===== config.mk =====
export PLATFORM = sky130hd
export DESIGN_NAME = ppfifo_source
export DESIGN_NICKNAME = d
export VERILOG_FILES = /design/src/rtl/ppfifo_source.sv
export SDC_FILE = /design/constraint.sdc
export NUM_CORES = 1
export LEC_CHECK = 0
export BUFFER_PORTS_ARGS = -buffer_cell sky130_fd_sc_hd__clkbuf_2
export CAP_MARGIN = 40
export CELL_PAD_IN_SITES_DETAIL_PLACEMENT = 0
export CELL_PAD_IN_SITES_GLOBAL_PLACEMENT = 2
export CORE_MARGIN = 5
export CORE_UTILIZATION = 34
export DETAILED_ROUTE_END_ITERATION = 10
export PLACE_DENSITY = 0.76
export SYNTH_ARGS = -nofsm -noshare
export SYNTH_HDL_FRONTEND = slang
export SYNTH_SLANG_ARGS = --single-unit

===== constraint.sdc =====
create_clock -name clk -period 3 [get_ports clk]
set_clock_uncertainty 0.2 [all_clocks]
set_input_delay 0.45 -clock clk [delete_from_list [all_inputs] [get_ports clk]]
set_output_delay 0.45 -clock clk [all_outputs]
set_load 0.02 [all_outputs]

===== src/rtl/ppfifo_source.sv =====
// Write side of the ping-pong FIFO: grabs a free buffer, fills it with a running
// pattern that continues across buffers, then hands it back.
//   state   | meaning
//   IDLE    | waiting for enable and a free buffer
//   WRITE   | owning a buffer, one word per cycle until full or disabled
//   RELEASE | dead cycle so the FIFO can refresh i_wr_rdy
module ppfifo_source #(
  parameter int DATA_WIDTH = 8
) (
  input  logic                  clk,
  input  logic                  rst_n,
  input  logic                  i_enable,
  input  logic [1:0]            i_wr_rdy,
  output logic [1:0]            o_wr_act,
  input  logic [23:0]           i_wr_size,
  output logic                  o_wr_stb,
  output logic [DATA_WIDTH-1:0] o_wr_data,
  output logic                  o_busy,
  output logic [31:0]           o_buf_count
);

  localparam logic [1:0] IDLE    = 2'd0;
  localparam logic [1:0] WRITE   = 2'd1;
  localparam logic [1:0] RELEASE = 2'd2;

  logic [1:0]            state_q, state_d;
  logic [1:0]            act_q, act_d;
  logic                  busy_q, busy_d;
  logic                  stb_q, stb_d;
  logic [DATA_WIDTH-1:0] data_q, data_d;
  logic [DATA_WIDTH-1:0] pattern_q, pattern_d;
  logic [23:0]           count_q, count_d;
  logic [23:0]           size_q, size_d;
  logic [31:0]           buf_count_q, buf_count_d;

  always_comb begin
    state_d     = state_q;
    act_d       = act_q;
    busy_d      = busy_q;
    stb_d       = 1'b0;
    data_d      = data_q;
    pattern_d   = pattern_q;
    count_d     = count_q;
    size_d      = size_q;
    buf_count_d = buf_count_q;
    case (state_q)
      IDLE: begin
        if (i_enable && (i_wr_rdy != 2'b00)) begin
          // buffer 0 wins a tie
          act_d   = i_wr_rdy[0] ? 2'b01 : 2'b10;
          busy_d  = 1'b1;
          size_d  = i_wr_size;
          count_d = '0;
          state_d = WRITE;
        end
      end
      WRITE: begin
        if (i_enable && (count_q < size_q)) begin
          stb_d     = 1'b1;
          data_d    = pattern_q;
          pattern_d = pattern_q + 1'b1;
          count_d   = count_q + 24'd1;
        end else begin
          act_d       = 2'b00;
          busy_d      = 1'b0;
          buf_count_d = buf_count_q + 32'd1;
          state_d     = RELEASE;
        end
      end
      RELEASE: state_d = IDLE;
      default: begin
        state_d = IDLE;
        act_d   = 2'b00;
        busy_d  = 1'b0;
      end
    endcase
  end

  always_ff @(posedge clk) begin
    if (!rst_n) begin
      state_q     <= IDLE;
      act_q       <= 2'b00;
      busy_q      <= 1'b0;
      stb_q       <= 1'b0;
      data_q      <= '0;
      pattern_q   <= '0;
      count_q     <= '0;
      size_q      <= '0;
      buf_count_q <= '0;
    end else begin
      state_q     <= state_d;
      act_q       <= act_d;
      busy_q      <= busy_d;
      stb_q       <= stb_d;
      data_q      <= data_d;
      pattern_q   <= pattern_d;
      count_q     <= count_d;
      size_q      <= size_d;
      buf_count_q <= buf_count_d;
    end
  end

  assign o_wr_act    = act_q;
  assign o_busy      = busy_q;
  assign o_wr_stb    = stb_q;
  assign o_wr_data   = data_q;
  assign o_buf_count = buf_count_q;

endmodule


==> flow_summary.ini, run 1 <==
[synth]
muxShareOfSynthArea_pct = 2.80
synth_xor_area_share_pct = 1.91
synthSimpleGateAreaFrac_pct = 23.6
synth_nets = 667
yosysSeqAreaShare_pct = 40.4
synth_edf_count = 0
yosysWarnings = 0
ys_ff_latch = 102
synth_top_family_by_area = simple AND/OR/NAND/NOR gates
synth_ff_type = dfxtp_1
synth_area_um2 = 5060
ys_types = 52
synthArstFlopShare_pct = 0
synth_cells = 612
synth_area_per_cell_um2 = 8.26
synth_fa_ha_area_share_pct = 6.43
synth_compound_area_share_pct = 20.0

[floorplanning]
initial_core_util_pct = 34.8
fp.dieH_um = 132
die_w_um = 132
core-area_um2 = 14500
dieArea_um2 = 17400
ios = 73
rows = 44

[route]
firstDrtPassIters = 4
wl_per_cell_um = 15.2
vias = 4800
final_antenna_net_count = 0
via_per_inst = 5.28
drt-initial-drc-count = 260
drcViolationCount = 0
wirelength_um = 13800

[final_layout]
fin_util_pct = 43.7
layout.nets = 776
antenna_cells = 0
stdcell_count = 909
area_growth_pct = 25.7
layout-drive-gt1-share_pct = 24.1
num-fill-cells = 1522

[worst_setup_path]
end_kind = flip-flop
path_delay_family = simple AND/OR/NAND/NOR gates
ff2ff_path_depth = 12
path_class = reg2reg
rrSetupSlack_ns = 0.07
critPathMaxStageDelay_ns = 0.47
cp_common_cell = buf_4
crit_chain = inv_1 > ha_1 > and4_4 > nand2_4 > a2111oi_4 > o31a_1 > buf_4 > buf_4 > o21ai_1 > buf_4 > or4_1 > a21oi_1
worst-path-max-fanout = 10
worst_r2r_endpoint = o_buf_count[10]$_SDFFE_PN0P_
start_kind = flip-flop
critPathArrivalTime_ns = 3.01
crit_buf_inv = 4
r2r_start = size_q[14]$_SDFFE_PN0P_
worst_ep_required_time_ns = 3.08
slowest_stage = or4_1

[global_route]
antenna_found_initial = 0
grt_use_total_pct = 15.6
globalRouteOverflowTotal = 0
grt_max_degree = 46
grt_pass1_wl_um = 22800
grt_pass1_vias = 4687

[cts]
clockRootBuffer = clkbuf_16
cts_sinks = 102
clk_latency_ns = 0.35
postCtsHoldBufs = 0
path_clk_slew_ns = 0.07
cts_max_level = 3
clock_path_buffers = 2
tritoncts = done
numCtsBuffers = 9

[timing]
min_period_ns = 2.93
finalHoldViolations = 0
slew_headroom_pct = 64.5
report.final.slew_viol_count = 0
fin_crit_sh_pct = 97.7
max_freq_mhz = 341
setup_ws_ns = 0.0676
rsz0062_at_grt = yes
setup_viol = 0
tightest_slew_ns = 0.533

[placement]
dp_slack_ns = -0.0485
gp_congestion = 0.774
dp.cells = 884
io_buffers = 72
dp_hpwl_um = 9710

[power_and_ir_drop]
ir_drop_mv = 0.268
p_leak_nw = 2.50
p_per_area_nw_per_um2 = 441

[hold_path]
min_from = i_wr_size[17]
worstHoldPathCells = 3
min_to = size_q[17]$_SDFFE_PN0P_
hp-class = in2reg

[job]
cap_viol_max_count = 0

[outcome]
status = complete, no violations
## metrics by stage
stage               total power [mW]  cell area, um2  TNS (ns)  hold WS, ns
global placement                1.71            5910         0        0.244
floorplan                       1.60            5060         0        0.236
CTS                             2.81            6210   -0.0139        0.101
finish                          2.80            6360         0        0.112
global route                    2.94            6360   -0.0698        0.121
detailed placement              1.72            5910    -0.209        0.248
## what timing repair did
| action | CTS | global route |
|---|---|---|
| buffers inserted | 5 | 5 |
| pin swaps | 3 | 9 |
| endpoints found under the setup margin | 11 | 43 |
| resized for setup | 7 | 20 |
## final cells by class
| cell class | instances | area [um2] | area share, % |
|---|---|---|---|
| Tap cell | 184 | 230 | 3.62 |
| Timing Repair Buffer | 130 | 828 | 13.0 |
| Sequential cell | 102 | 2040 | 32.1 |
| Multi-Input combinational cell | 446 | 2880 | 45.3 |
| Inverter | 32 | 120 | 1.89 |
| Clock buffer | 10 | 229 | 3.60 |
| Clock inverter | 5 | 27.5 | 0.433 |
## cells by family after synthesis
logic type | count (synthesis)
compound gates | 161
buf+inv | 64
fa+ha+maj | 26
flops | 102
simple gates | 234
xor+xnor | 11
mux | 14
## flip-flops by register name, summed over array words and instances, names as in the netlist
signal / count
o_buf_count: 32
count_q: 24
size_q: 24
o_wr_data: 8
pattern_q: 8
o_wr_act: 2
state_q: 2
o_busy: 1
o_wr_stb: 1
## cells in the final DEF, fill, tap and decap left out, types with 9 or more instances in the layout
cell type and count:
o211ai_1 16, dfxtp_1 101, nand2_1 84, ha_1 24, o21ai_0 26, a21oi_1 58
mux2i_1 13, a21o_1 9, o31ai_1 20, nor2_1 35, clkbuf_16 9, nand4_1 12
or3_1 23, nand2b_1 9, buf_4 54, clkbuf_2 72, inv_1 30, nand3_1 22
## how the worst max path moves through the flow
stage,startpoint,endpoint,slack [ns],depth (start not counted)
after floorplan,count_q[13]$_SDFFE_PN0P_,count_q[8]$_SDFFE_PN0P_,0.33,10
final,size_q[14]$_SDFFE_PN0P_,o_buf_count[10]$_SDFFE_PN0P_,0.07,12
after CTS,size_q[13]$_SDFFE_PN0P_,o_buf_count[10]$_SDFFE_PN0P_,-0.01,11
after global routing,size_q[14]$_SDFFE_PN0P_,o_buf_count[10]$_SDFFE_PN0P_,-0.05,12
after detailed placement,size_q[1]$_SDFFE_PN0P_,count_q[23]$_SDFFE_PN0P_,-0.05,10
after global placement,size_q[14]$_SDFFE_PN0P_,count_q[18]$_SDFFE_PN0P_,0.05,11
## where the power goes
part           leakage [nW]  switching [mW]  internal [mW]
Sequential            0.826          0.0176           1.38
Clock                 0.128           0.517          0.553
Combinational          1.54           0.193          0.142
## worst min-delay path: stages
cell,delay (ns)
clkbuf_2,0.08
nand2_1,0.04
a21oi_1,0.05
## layer usage
metal  track usage, %  part of all wire, %
met1             20.8                   47
met2             25.1                   48
met3             2.75                  3.8
met4             6.23                  1.8
met5                0                    0
## Yosys cell counts, drive strengths merged (6+ instances only)
cell type	n	area (um2)
dfxtp	102	2040
nand2	85	319
a21oi	61	305
nor2	37	141
inv	32	120
o21ai	30	150
ha	26	325
clkbuf	25	93.8
nand3	24	130
or3	24	151
o31ai	20	150
o211ai	17	133
mux2i	13	130
nand4	12	75.1
a21o	11	85.1
or4	10	78.8
nand2b	9	56.3
buf	7	32.5
o311ai	7	61.3
xor2	7	61.3
and4	6	52.6
nor3	6	46.3
No activity file was read; power rests on OpenSTA's default activity.
==> inputs of run 2 (changes only) <==
- ABC_AREA: default -> 1
- CORE_UTILIZATION: 34 -> 32
- PLACE_DENSITY: 0.76 -> 0.75
==> run 2 against run 1 <==
Against the previous run:
- flip-flop and latch count unchanged
- hold slack worse by 0.020 ns
- wire length up 27%
- sequential share of layout area decreased by 2.3 points
- fmax rose by 9.3%
- sequential power rose by 6%
- via count is 20% higher
- design area increased by 7.8%
- die area up 23%
- synthesized cell count up 44%
- cell count is 30% higher
- highest routed layer unchanged
==> flow_summary.ini, run 2 <==
[outcome]
status = complete, no violations

[floorplanning]
ios = 73
fp.dieH_um = 146
dieArea_um2 = 21400
die_w_um = 146
core-area_um2 = 18100
rows = 49
initial_core_util_pct = 32.8

[placement]
dp_hpwl_um = 12900
gp_congestion = 0.820
io_buffers = 72
dp_slack_ns = 0.318

[timing]
setup_ws_ns = 0.317
setup_viol = 0
finalHoldViolations = 0
slew_headroom_pct = 50.5
tns_ns = 0
max_freq_mhz = 373
fin_hold_ws_ns = 0.0918
fin_crit_sh_pct = 89.4
report.final.slew_viol_count = 0
rsz0062_at_grt = no
tightest_slew_ns = 0.737
min_period_ns = 2.68

[cts]
postCtsHoldBufs = 0
post_cts_resized = 0
clockRootBuffer = clkbuf_16
clk_latency_ns = 0.35
cts_max_level = 3
post_cts_buffers = 0
cts_sinks = 102
clock_path_buffers = 2
tritoncts = done
numCtsBuffers = 9
path_clk_slew_ns = 0.08

[global_route]
grtUsageMet1_pct = 23.5
gr-usage-met3_pct = 3.13
globalRouteOverflowTotal = 0
grt_most_used_layer = met2
antenna_found_initial = 0
grt_pass1_wl_um = 29000
grt_use_total_pct = 16.5
grt_pass1_vias = 5533
grt_max_degree = 61
met2_usage_pct = 26.0

[route]
firstDrtPassIters = 5
drt-initial-drc-count = 264
wl_per_cell_um = 14.9
via_per_inst = 4.89
drcViolationCount = 0
final_antenna_net_count = 0
vias = 5766
wirelength_um = 17600

[synth]
synth_common_cells = nand2_1 (244), dfxtp_1 (102), nor2_1 (99)
ys_ff_latch = 102
synth_ff_type = dfxtp_1
synth_top_area_cell = dfxtp_1
synth_area_per_cell_um2 = 6.74
synth_area_um2 = 5940
synth_cells = 881
ys_types = 36
netlist.area_leader.share_pct = 34.4
synth.most_common_cell = nand2_1
synthArstFlopShare_pct = 0
synth_nets = 936
yosysWarnings = 0
synth_area_leaders = dfxtp_1 (34%), nand2_1 (15%), a21oi_1 (7.2%)
synth_edf_count = 0
yosysSeqAreaShare_pct = 34.4

[final_layout]
layout.nets = 999
final_cell_mix = nand2_1 (244), dfxtp_1 (102), nor2_1 (99)
num-fill-cells = 1931
layout-drive-gt1-share_pct = 14.4
area_growth_pct = 15.5
largest_register_ffs = 32
layout_commonest_cell = nand2_1
antenna_cells = 0

[power_and_ir_drop]
p_leak_nw = 2.77
p_per_area_nw_per_um2 = 497
ir_drop_mv = 0.323

[worst_setup_path]
critPathArrivalTime_ns = 2.76
worst_ep_required_time_ns = 3.08
end_kind = flip-flop
start_kind = flip-flop
path_class = reg2reg
worst-path-max-fanout = 42

[job]
cap_viol_max_count = 0

[hold_path]
hp-class = in2reg
-- run 2: changes by cell type after synthesis, sizes merged, moves of 9 or more --
cell and change:
mux2i -13, or3 -24, or4 -10, o31ai -20, nand3 +56, nor2 +64
buf +11, xor2 +15, nor3 +11, o211ai -14, a21oi +34, nand2b -9
nand2 +173, inv +38
-- run 2: kinds of logic (layout without fill, tap and decap cells) --
family,count (synthesis),in the layout,share of synthesized area (%)
simple gates,477,477,34.9
compound gates,138,138,12.9
buf+inv,107,175,7.69
flops,102,102,34.4
xor+xnor,31,31,4.57
fa+ha+maj,26,26,5.48
-- run 2: per-layer routing --
layer | vias up | part of all wire, %
met5 | - | 0
met4 | 0 | 1.3
met3 | 13 | 4.1
met2 | 110 | 44
met1 | 2657 | 51
li1 | 2986 | -
-- run 2: final cells by class --
type | count | area (um2) | share of cell area (%)
multi-input cells | 672 | 3440 | 50.2
clock buffers | 9 | 225 | 3.29
well taps | 229 | 287 | 4.18
flip-flops and latches | 102 | 2040 | 29.8
clock inverters | 7 | 92.6 | 1.35
inverters | 72 | 272 | 3.96
repair buffers | 87 | 498 | 7.27
-- run 2: worst paths after layout --
| path | startpoint | endpoint | slack (ns) | depth (start not counted) |
|---|---|---|---|---|
| setup / recovery | count_q[19]$_SDFFE_PN0P_ | o_buf_count[13]$_SDFFE_PN0P_ | 0.32 | 11 |
| setup reg to reg | count_q[19]$_SDFFE_PN0P_ | o_buf_count[13]$_SDFFE_PN0P_ | 0.32 | 11 |
| hold reg to reg | o_wr_act[1]$_SDFFE_PN0P_ | o_wr_act[1]$_SDFFE_PN0P_ | 0.26 | 2 |
| hold / removal | i_wr_size[22] | size_q[22]$_SDFFE_PN0P_ | 0.09 | 3 |
-- run 2: through the flow --
| step | cell area [um2] | utilization, % | instances | total power [mW] |
|---|---|---|---|---|
| after floorplan | 5940 | - | 881 | 2.00 |
| after global placement | 6540 | 36.1 | 1162 | 2.17 |
| after detailed placement | 6540 | 36.1 | 1162 | 2.19 |
| after CTS | 6850 | 37.9 | 1178 | 3.47 |
| after global routing | 6850 | 37.9 | 1178 | 3.61 |
| final | 6850 | 37.9 | 1178 | 3.40 |
-- run 2: power breakdown --
part | internal, mW | total [mW] | switching [mW]
sequential | 1.42 | 1.49 | 0.0640
clock | 0.669 | 1.26 | 0.591
combinational | 0.217 | 0.660 | 0.443
-- run 2: critical path, cell delays in order (launching register included) --
cell     delay [ns]
dfxtp_1        0.49
ha_1           0.30
a21oi_1        0.15
nand2_1        0.06
nand2_1        0.05
nand2_1        0.09
a21oi_4        0.26
nand2_8        0.21
nand2_8        0.29
buf_4          0.28
nand2_1        0.08
a21oi_1        0.14
